### config.mk
export PLATFORM = sky130hd
export DESIGN_NAME = pwm_ramp_ctrl
export DESIGN_NICKNAME = d
export VERILOG_FILES = /design/src/rtl/pwm_ramp_ctrl.sv
export SDC_FILE = /design/constraint.sdc
export NUM_CORES = 1
export LEC_CHECK = 0
export ABC_AREA = 1
export BUFFER_PORTS_ARGS = -buffer_cell sky130_fd_sc_hd__buf_2
export CAP_MARGIN = 20
export CORE_AREA = 4 4 59 61
export DETAILED_ROUTE_END_ITERATION = 7
export DIE_AREA = 0 0 63 65
export PLACE_DENSITY = 0.69
export SLEW_MARGIN = 25
export SYNTH_ARGS = -nofsm -noshare
export SYNTH_HDL_FRONTEND = slang
export SYNTH_SLANG_ARGS = --single-unit
export TNS_END_PERCENT = 30
### constraint.sdc
create_clock -name clk -period 3.9 [get_ports clk]
set_input_delay 0.39 -clock clk [delete_from_list [all_inputs] [get_ports clk]]
set_output_delay 0.39 -clock clk [all_outputs]
set_load 0.01 [all_outputs]
### src/rtl/pwm_ramp_ctrl.sv
// pwm_ramp_ctrl: ramped duty-cycle sequencer with period-aligned PWM output and fault lockout.
// Duty changes are committed only at period boundaries so no PWM period is ever truncated.
module pwm_ramp_ctrl #(
    parameter int PERIOD       = 10,
    parameter int DUTY_MAX     = 10,
    parameter int DUTY_W       = 4,
    parameter int DUTY_INIT    = 5,
    parameter int STEP_PERIODS = 2
) (
    input  logic              clk,
    input  logic              rst,
    input  logic              cmd_valid,
    input  logic [DUTY_W-1:0] cmd_duty,
    output logic              cmd_ready,
    input  logic              inc_pulse,
    input  logic              dec_pulse,
    input  logic              fault,
    input  logic              fault_clr,
    output logic              pwm_out,
    output logic              period_start,
    output logic [DUTY_W-1:0] duty_out,
    output logic [DUTY_W-1:0] target_out,
    output logic              busy,
    output logic [1:0]        state_out
);
    localparam int CW = PERIOD > 1 ? $clog2(PERIOD) : 1;
    localparam int SW = STEP_PERIODS > 1 ? $clog2(STEP_PERIODS) : 1;
    localparam logic [DUTY_W-1:0] DMAX  = DUTY_W'(DUTY_MAX);
    localparam logic [DUTY_W-1:0] DINIT = DUTY_W'(DUTY_INIT);
    localparam logic [CW-1:0]     CLAST = CW'(PERIOD - 1);
    localparam logic [SW-1:0]     SLAST = SW'(STEP_PERIODS - 1);

    typedef enum logic [1:0] {IDLE = 2'b00, RAMP = 2'b01, FAULT = 2'b10} state_t;

    state_t            state_q, state_d;
    logic [CW-1:0]     cnt_q, cnt_d;
    logic [SW-1:0]     step_q, step_d;
    logic [DUTY_W-1:0] duty_q, duty_d, tgt_q, tgt_d;
    logic              pwm_q, pwm_d, ps_q, ps_d;
    logic              boundary;
    logic [DUTY_W-1:0] cmd_cap, tgt_n, duty_step;

    always_ff @(posedge clk or posedge rst) begin
        if (rst) begin
            state_q <= IDLE;
            cnt_q   <= '0;
            step_q  <= '0;
            duty_q  <= DINIT;
            tgt_q   <= DINIT;
            pwm_q   <= 1'b0;
            ps_q    <= 1'b0;
        end else begin
            state_q <= state_d;
            cnt_q   <= cnt_d;
            step_q  <= step_d;
            duty_q  <= duty_d;
            tgt_q   <= tgt_d;
            pwm_q   <= pwm_d;
            ps_q    <= ps_d;
        end
    end

    assign boundary  = cnt_q == CLAST;
    assign cnt_d     = boundary ? '0 : cnt_q + 1'b1;
    assign ps_d      = boundary;
    // fault gates the output combinationally so the very next edge already drives low
    assign pwm_d     = !fault && state_q != FAULT && 32'(cnt_q) < 32'(duty_q);
    assign cmd_cap   = cmd_duty > DMAX ? DMAX : cmd_duty;
    assign tgt_n     = cmd_valid ? cmd_cap :
                       (inc_pulse && !dec_pulse) ? (tgt_q == DMAX ? tgt_q : tgt_q + 1'b1) :
                       (dec_pulse && !inc_pulse) ? (tgt_q == '0 ? tgt_q : tgt_q - 1'b1) : tgt_q;
    assign duty_step = tgt_q > duty_q ? duty_q + 1'b1 : duty_q - 1'b1;

    always_comb begin
        state_d = state_q;
        step_d  = step_q;
        duty_d  = duty_q;
        tgt_d   = tgt_q;
        if (fault) begin
            state_d = FAULT;
            duty_d  = '0;
            tgt_d   = '0;
        end else begin
            case (state_q)
                IDLE: begin
                    tgt_d = tgt_n;
                    if (tgt_q != duty_q) begin
                        state_d = RAMP;
                        step_d  = '0;
                    end
                end
                RAMP: begin
                    tgt_d = tgt_n;
                    if (tgt_q == duty_q) state_d = IDLE;
                    else if (boundary) begin
                        step_d = step_q == SLAST ? '0 : step_q + 1'b1;
                        if (step_q == SLAST) begin
                            duty_d  = duty_step;
                            state_d = duty_step == tgt_q ? IDLE : RAMP;
                        end
                    end
                end
                FAULT: begin
                    if (fault_clr) begin
                        state_d = IDLE;
                        duty_d  = '0;
                        tgt_d   = '0;
                    end
                end
                default: state_d = IDLE;
            endcase
        end
    end

    always_comb begin
        pwm_out      = pwm_q;
        period_start = ps_q;
        duty_out     = duty_q;
        target_out   = tgt_q;
        busy         = state_q == RAMP;
        cmd_ready    = state_q != FAULT;
        state_out    = state_q;
    end
endmodule

==> results.md, run 1 <==
* Max Buffers Root-to-Sink at 2
* Cts repair resizes at 0
* Slew headroom at 0.558
* Top routing layer used: met4
* Antenna fix cells at 0
* Asr flop ratio synth at 1.00
* Initial antenna violation count at 0
* Post-Synthesis Cells at 170
* F_max at 0.362 GHz
* Leakage at 0.781 nW
* Detail Placement HPWL at 2.40 mm
* Sink Count at 17
* Die Ht at 65 µm
* CTS tree: done
* Unrepaired setup endpoints after global routing: false
* Setup ws final at 1130 ps
* I/O pin count at 25
* Post-CTS Setup Inserts at 0
* Setup TNS at 0 ps
* Vias in the first global route at 1151
* Primary FF master, synth: dfrtp_1
* Placed Area at 1460 µm²
* Share of the synthesized area in the top cell type at 0.250
* Count of final setup violators at 0
* Status: finished, final reports clean
* Critical Path Source: target_out[0]
* Post-synth EDFFs at 0
* Nets at 223
* Max-slew violations at 0
* RR Startpoint: target_out[0]
* Total Power at 1.02 mW
* Die ar. at 4100 µm²
* Met3 routed wirelength at 112 µm
* Grt total ovfl at 0
* Layout area overhead at 14.4%
* Hold Fails Final Rpt at 0
* Worst clock skew at 3.04 ps
* Hold Buf Count CTS at 0
* Min Tclk post-route at 2770 ps
* Remaining DRCs at 0
* Core outline area at 2980 µm²
* Critical path peak fanout at 5
* PortBufs at 24
* H-Tree Depth at 1
* Worst-Margin Slew at 662 ps
* Register area share after synthesis at 0.330
* Pwr dens at 682 nW/µm²
* Synth cell count leaders: nand2_1 (38), inv_1 (21), a21oi_1 (13), dfrtp_1 (13)
* First-pass GRT wire length at 5.10 mm
* Worst vdd ir at 343 µV
* Class of the worst hold path: in2async
* CP endpoint kind: flip-flop
* Worst path arrival time at 2970 ps
* Top post-synthesis cells by area: dfrtp_1 (25%), nand2_1 (11%), ha_1 (11%)
* Routed vias/inst at 5.17
* Syn_area_per_cell at 7.66 µm²
* MaxCap Viol Count at 0
* Initial DRC Count at 66
* Gpl congestion at 0.930
* Area leader, netlist: dfrtp_1
* Post-layout instance area at 1490 µm²
* TritonCTS buffer count at 3
* Initial Util at 0.437
* Vias at 1194
* Required @ worst endpoint at 4100 ps
* Mapped Area at 1300 µm²
* GRT Total Usage at 0.155
* Clock root cell: clkbuf_4
* Yosys warns at 0
* Post-route antenna net violation count at 0
* Critical path launch point type: flip-flop
* Core Rows at 20
* DRT Pass-1 Iters at 4
* Distinct cells, synth at 27
* Reg2reg path depth at 19
* Worst skew pair latency at 300 ps
* Count leader, synth: nand2_1
* Wl on met1 at 1.39 mm
* Worst-path clk slew at 100 ps
* Crit path kind: reg2reg
* Pre-CTS WS at 1160 ps
* Final core utilization at 0.500
* WL final at 3.00 mm
* Synthesis-stage register bit count at 17
* Final period utilization at 0.709
* DR WL/cell at 13.0 µm
* Fraction of layout cells with a size suffix above 1 at 0.237
* Routed wl met2 at 1.46 mm
* Largest net degree at the start of global routing at 18
* Die X at 63 µm
* Synthesized net count at 194
[state kept, by name, indices dropped and copies added, names as in the netlist]
register and count:
target_out 4, state_out 2, step_q 1, pwm_out 1, cnt_q 4, duty_out 4, period_start 1
[report_power, final]
group	switching [mW]	internal [mW]
registers	0.0536	0.222
logic	0.398	0.242
clock network	0.0601	0.0399
total	0.512	0.504
[kinds of logic (layout without fill, tap and decap cells)]
group / Yosys count / after routing / synth area share
simple gates: 72 / 72 / 0.261
compound gates: 35 / 35 / 0.158
buf+inv: 28 / 56 / 0.0807
flops: 17 / 17 / 0.330
fa+ha+maj: 13 / 13 / 0.136
xor+xnor: 5 / 5 / 0.0336
[per-layer routing]
metal,global-route usage,vias up
li1,-,621
met1,0.213,552
met2,0.246,17
met3,0.0225,4
met4,0.0579,0
met5,0,-
[layout make-up]
class	instances	area [µm²]
repair buffers	24	120
multi-input cells	125	767
fillers	310	1490
flip-flops and latches	17	430
clock buffers	4	26.3
well taps	33	41.3
inverters	28	105
[critical path, stage by stage, from the launching register on]
cell and delay, ps:
dfstp_2 600, inv_1 110, ha_1 300, nand2_1 60, nor2_2 170, inv_2 80, nand2_1 130, ha_1 280
a21oi_1 240, nand2_1 100, nand2_1 70, nand2_1 50, nand2_1 70, nand2_1 90, nand2_1 70, nand3_1 60
nand2_1 60, nand2_1 40, nand2_1 60, nand2_1 40
[placed cells by master (no fill, tap or decap), drive strengths merged]
cell type	instances
nor2	16
nand4	4
o21a	1
o21ai	14
fa	2
dfrtp	13
nand2	39
o211a	1
buf	24
inv	28
clkbuf	4
xnor2	2
nand3	10
ha	11
xor2	3
a22oi	1
a21oi	13
nor4	2
dfstp	4
a21boi	1
a2111oi	1
nor3	1
a211oi	3
[final timing paths]
kind	slack, ps	to
max	1130	state_out[0]
min	170	cnt_q[3]
max reg2reg	1130	state_out[0]
min reg2reg	510	duty_out[2]
max in group asynchronous	3310	target_out[3]
min in group clk	410	state_out[1]
[metrics by stage]
| stage | hold slack, ps | cells |
|---|---|---|
| global route | 221 | 231 |
| detailed placement | 494 | 227 |
| finish | 166 | 231 |
| global placement | 482 | 227 |
| CTS | 182 | 231 |
| floorplan | 313 | 170 |
(Power assumes the default switching activity.)
==> inputs of run 2 (changes only) <==
--- a/config.mk
+++ b/config.mk
@@ -5,13 +5,13 @@
 export SDC_FILE = /design/constraint.sdc
 export NUM_CORES = 1
 export LEC_CHECK = 0
-export ABC_AREA = 1
+export ABC_AREA = 0
 export BUFFER_PORTS_ARGS = -buffer_cell sky130_fd_sc_hd__buf_2
 export CAP_MARGIN = 20
-export CORE_AREA = 4 4 59 61
+export CORE_AREA = 4 4 58 60
 export DETAILED_ROUTE_END_ITERATION = 7
-export DIE_AREA = 0 0 63 65
-export PLACE_DENSITY = 0.69
+export DIE_AREA = 0 0 62 64
+export PLACE_DENSITY = 0.71
 export SLEW_MARGIN = 25
 export SYNTH_ARGS = -nofsm -noshare
 export SYNTH_HDL_FRONTEND = slang
==> constraint.sdc (replaced) <==
create_clock -name clk -period 2.3 [get_ports clk]
set_input_delay 0.23 -clock clk [delete_from_list [all_inputs] [get_ports clk]]
set_output_delay 0.23 -clock clk [all_outputs]
set_load 0.01 [all_outputs]
==> results.md, run 2 <==
* Status: finished, violations left
* Failing checks: negative hold slack, negative setup slack
* Routed vias/inst at 5.49 (+6.2%)
* Asr flop ratio synth at 1.00 (unchanged)
* MaxCap Viol Count at 0 (unchanged)
* Required @ worst endpoint at 2530 ps (-1570 ps)
* Hold WS at -2.38 ps (-168 ps)
* Die X at 62 µm (-1.6%)
* I/O pin count at 25 (unchanged)
* First-pass GRT wire length at 4.62 mm (-9.5%)
* Register area share after synthesis at 0.347 (+0.0167)
* Post-synth EDFFs at 0 (unchanged)
* Count leader, synth: dfrtp_1
* Min Tclk post-route at 2380 ps (-388 ps)
* Levels on crit path at 10 (-9)
* Primary FF master, synth: dfrtp_1
* Sink Count at 17 (unchanged)
* Vias at 1087 (-9.0%)
* Area leader, netlist: dfrtp_1
* Gpl congestion at 0.805 (-13%)
* Placed Area at 1530 µm² (+4.8%)
* RR Startpoint: duty_out[2]
* Nets at 190 (-15%)
* Unrepaired setup endpoints after global routing: true
* Mapped Area at 1240 µm² (-4.8%)
* CP endpoint kind: flip-flop
* Fin cells at 198 (-14%)
* Placed cell count at 193 (-15%)
* Initial Util at 0.424 (-0.0139)
* Yosys warns at 0 (unchanged)
* Count of final setup violators at 2 (+2)
* Post-layout instance area at 1610 µm² (+7.9%)
* Worst path arrival time at 2610 ps (-360 ps)
* Fraction of layout cells with a size suffix above 1 at 0.382 (+0.144)
* CP max stage cell: dfstp_2
* Combinational share of power at 0.690 (+0.059)
* CTS tree: done
* Layout area overhead at 29.7%
* RR Endpoint: state_out[0]
* Core outline area at 2930 µm² (-1.7%)
* Critical Path Most Common Cell: ha_4
* Sequential fraction of design power at 0.219 (-0.052)
* Top post-synthesis cells by area: dfrtp_1 (26%), ha_1 (11%), dfstp_2 (8.5%)
* Leakage at 0.771 nW (-1.3%)
* Syn_area_per_cell at 9.92 µm² (+29%)
* Crit path kind: reg2reg
* Total Power at 1.82 mW (+80%)
* Critical Path Source: duty_out[2]
* TritonCTS buffer count at 3 (unchanged)
* Reg2reg setup slack at -80 ps (-1210 ps)
* Int Pwr at 1.09 mW (+120%)
* Most frequent cells in the layout: buf_2 (24), buf_4 (14), dfrtp_1 (13)
* Core Rows at 20 (unchanged)
* Max Buffers Root-to-Sink at 2 (unchanged)
* CP bufs+invs at 1 (-1)
* WL final at 2.75 mm (-8.3%)
* Initial antenna violation count at 0 (unchanged)
* Worst vdd ir at 830 µV (+140%)
* Slew headroom at 0.562 (+0.00384)
* Remaining DRCs at 0 (unchanged)
* Vias in the first global route at 1018 (-12%)
* Slowest stage delay, CP at 560 ps (-40 ps)
* Post-Synthesis Cells at 125 (-26%)
* Worst-Margin Slew at 657 ps (-5.75 ps)
* Hold Fails Final Rpt at 6 (+6)
* Antenna fix cells at 0 (unchanged)
* Setup ws final at -77.3 ps (-1210 ps)
* Synthesis-stage register bit count at 17 (unchanged)
* PortBufs at 24 (unchanged)
* Die Ht at 64 µm (-1.5%)
* F_max at 0.421 GHz (+16%)
* Crit path max-delay family: compound AO/OA/AOI/OAI gates
* Class of the worst hold path: in2async
* Reg2reg path depth at 10 (-9)
* Initial DRC Count at 47 (-29%)
* Clock root cell: clkbuf_4
* Commonest non-fill, non-tap cell in the layout: buf_2
* Switching Fraction at 0.402 (-0.103)
* DRT Pass-1 Iters at 4 (unchanged)
* Worst-path clk slew at 110 ps (about the same)
* Worst clock skew at 7.43 ps (+4.38 ps)
* Synth cell count leaders: dfrtp_1 (13), ha_1 (11), inv_1 (10), nand2_1 (9), nand2b_1 (9)
* Final period utilization at 1.03 (+0.325)
* Pwr dens at 1130 nW/µm² (+66%)
* DR WL/cell at 13.9 µm (+7.0%)
* Distinct cells, synth at 39 (+44%)
* Critical path peak fanout at 4 (-1)
* Die ar. at 3970 µm² (-3.1%)
* Worst skew pair latency at 300 ps (about the same)
* Grt total ovfl at 0 (unchanged)
* Switching pwr at 0.732 mW (+43%)
* Share of the synthesized area in the top cell type at 0.262 (+0.0126)
* Pre-CTS WS at -144 ps (-1300 ps)
* Clock share of power at 0.091 (-0.007)
* GRT Total Usage at 0.156 (+0.000472)
* H-Tree Depth at 1 (unchanged)
* Detail Placement HPWL at 2.19 mm (-8.8%)
* Crit path capture: state_out[0]
* Max-slew violations at 0 (unchanged)
* Critical path launch point type: flip-flop
* Post-route antenna net violation count at 0 (unchanged)
* Synthesized net count at 149 (-23%)
* Critical-path cell list: inv_2 -> ha_4 -> and4_1 -> o21bai_4 -> ha_4 -> a21o_1 -> a21oi_2 -> xnor2_2 -> xnor3_1 -> a31oi_1
* Largest net degree at the start of global routing at 18 (unchanged)
## run 2: changes by cell type after synthesis, sizes merged, moves of 4 or more
cell	before	now
inv	28	10
o31ai	0	5
nor2	16	5
nand4	4	0
nand2b	0	9
a21oi	13	6
nand2	39	9
nand3	10	1
xnor2	2	7
## run 2: timing repair
| item | CTS | global route |
|---|---|---|
| cloned | 0 | 0 |
| pin swaps | 0 | 1 |
| endpoints found under the setup margin | 3 | 3 |
| setup buffers | 1 | 0 |
| hold buffers | 0 | 0 |
| resized for setup | 5 | 2 |
## run 2: final cells by class
type	instances	area [µm²]
fillers	266	1320
clock buffers	3	22.5
clock inverters	1	5.00
repair buffers	38	225
well taps	33	41.3
multi-input cells	96	846
inverters	10	37.5
flip-flops and latches	17	430
## run 2: metrics by stage
step / hold slack (ps) / setup TNS (ps) / util
2_1_floorplan: 153 / -73.6 / -
3_3_place_gp: 361 / -51.0 / 0.524
3_5_place_dp: 368 / -229 / 0.524
4_1_cts: 33.3 / -137 / 0.547
5_1_grt: 54.7 / -366 / 0.549
6_report: -2.38 / -106 / 0.549
## run 2: how the worst min path moves through the flow
stage | cells past startpoint | to | start
3_3_place_gp | 2 | period_start | rst
3_5_place_dp | 2 | cnt_q[3] | rst
2_1_floorplan | 1 | cnt_q[0] | rst
4_1_cts | 2 | cnt_q[0] | rst
6_report | 2 | cnt_q[3] | rst
5_1_grt | 2 | cnt_q[0] | rst
## run 2: cells by family (layout without fill, tap and decap cells)
group | Yosys count | count (layout) | synth area share
buffers and inverters | 12 | 52 | 0.0373
multiplexers | 2 | 2 | 0.0161
XOR/XNOR | 10 | 10 | 0.0817
flip-flops | 17 | 17 | 0.347
AND/OR/NAND/NOR | 36 | 36 | 0.169
AO/OA/AOI/OAI | 35 | 35 | 0.206
adder cells (fa/ha/maj) | 13 | 13 | 0.143
## run 2: power groups by stage
stage	Clock, mW	Combinational, mW	Sequential (mW)
finish	0.166	1.26	0.400
global route	0.184	1.39	0.409
CTS	0.176	1.25	0.400
detailed placement	0	1.13	0.406
global placement	0	1.08	0.403
floorplan	0	0.703	0.447
## run 2: routing by layer
| metal | vias up | part of all wire | global-route usage |
|---|---|---|---|
| met5 | - | 0 | 0 |
| met4 | 0 | 0.022 | 0.0504 |
| met3 | 6 | 0.046 | 0.0424 |
| met2 | 25 | 0.48 | 0.238 |
| met1 | 530 | 0.45 | 0.208 |
| li1 | 526 | - | - |
## run 2: worst register-to-register path: stages, from the launching register on
cell	delay [ps]
dfstp_2	560
inv_2	50
ha_4	260
and4_1	200
o21bai_4	160
ha_4	220
a21o_1	160
a21oi_2	170
xnor2_2	160
xnor3_1	240
a31oi_1	130
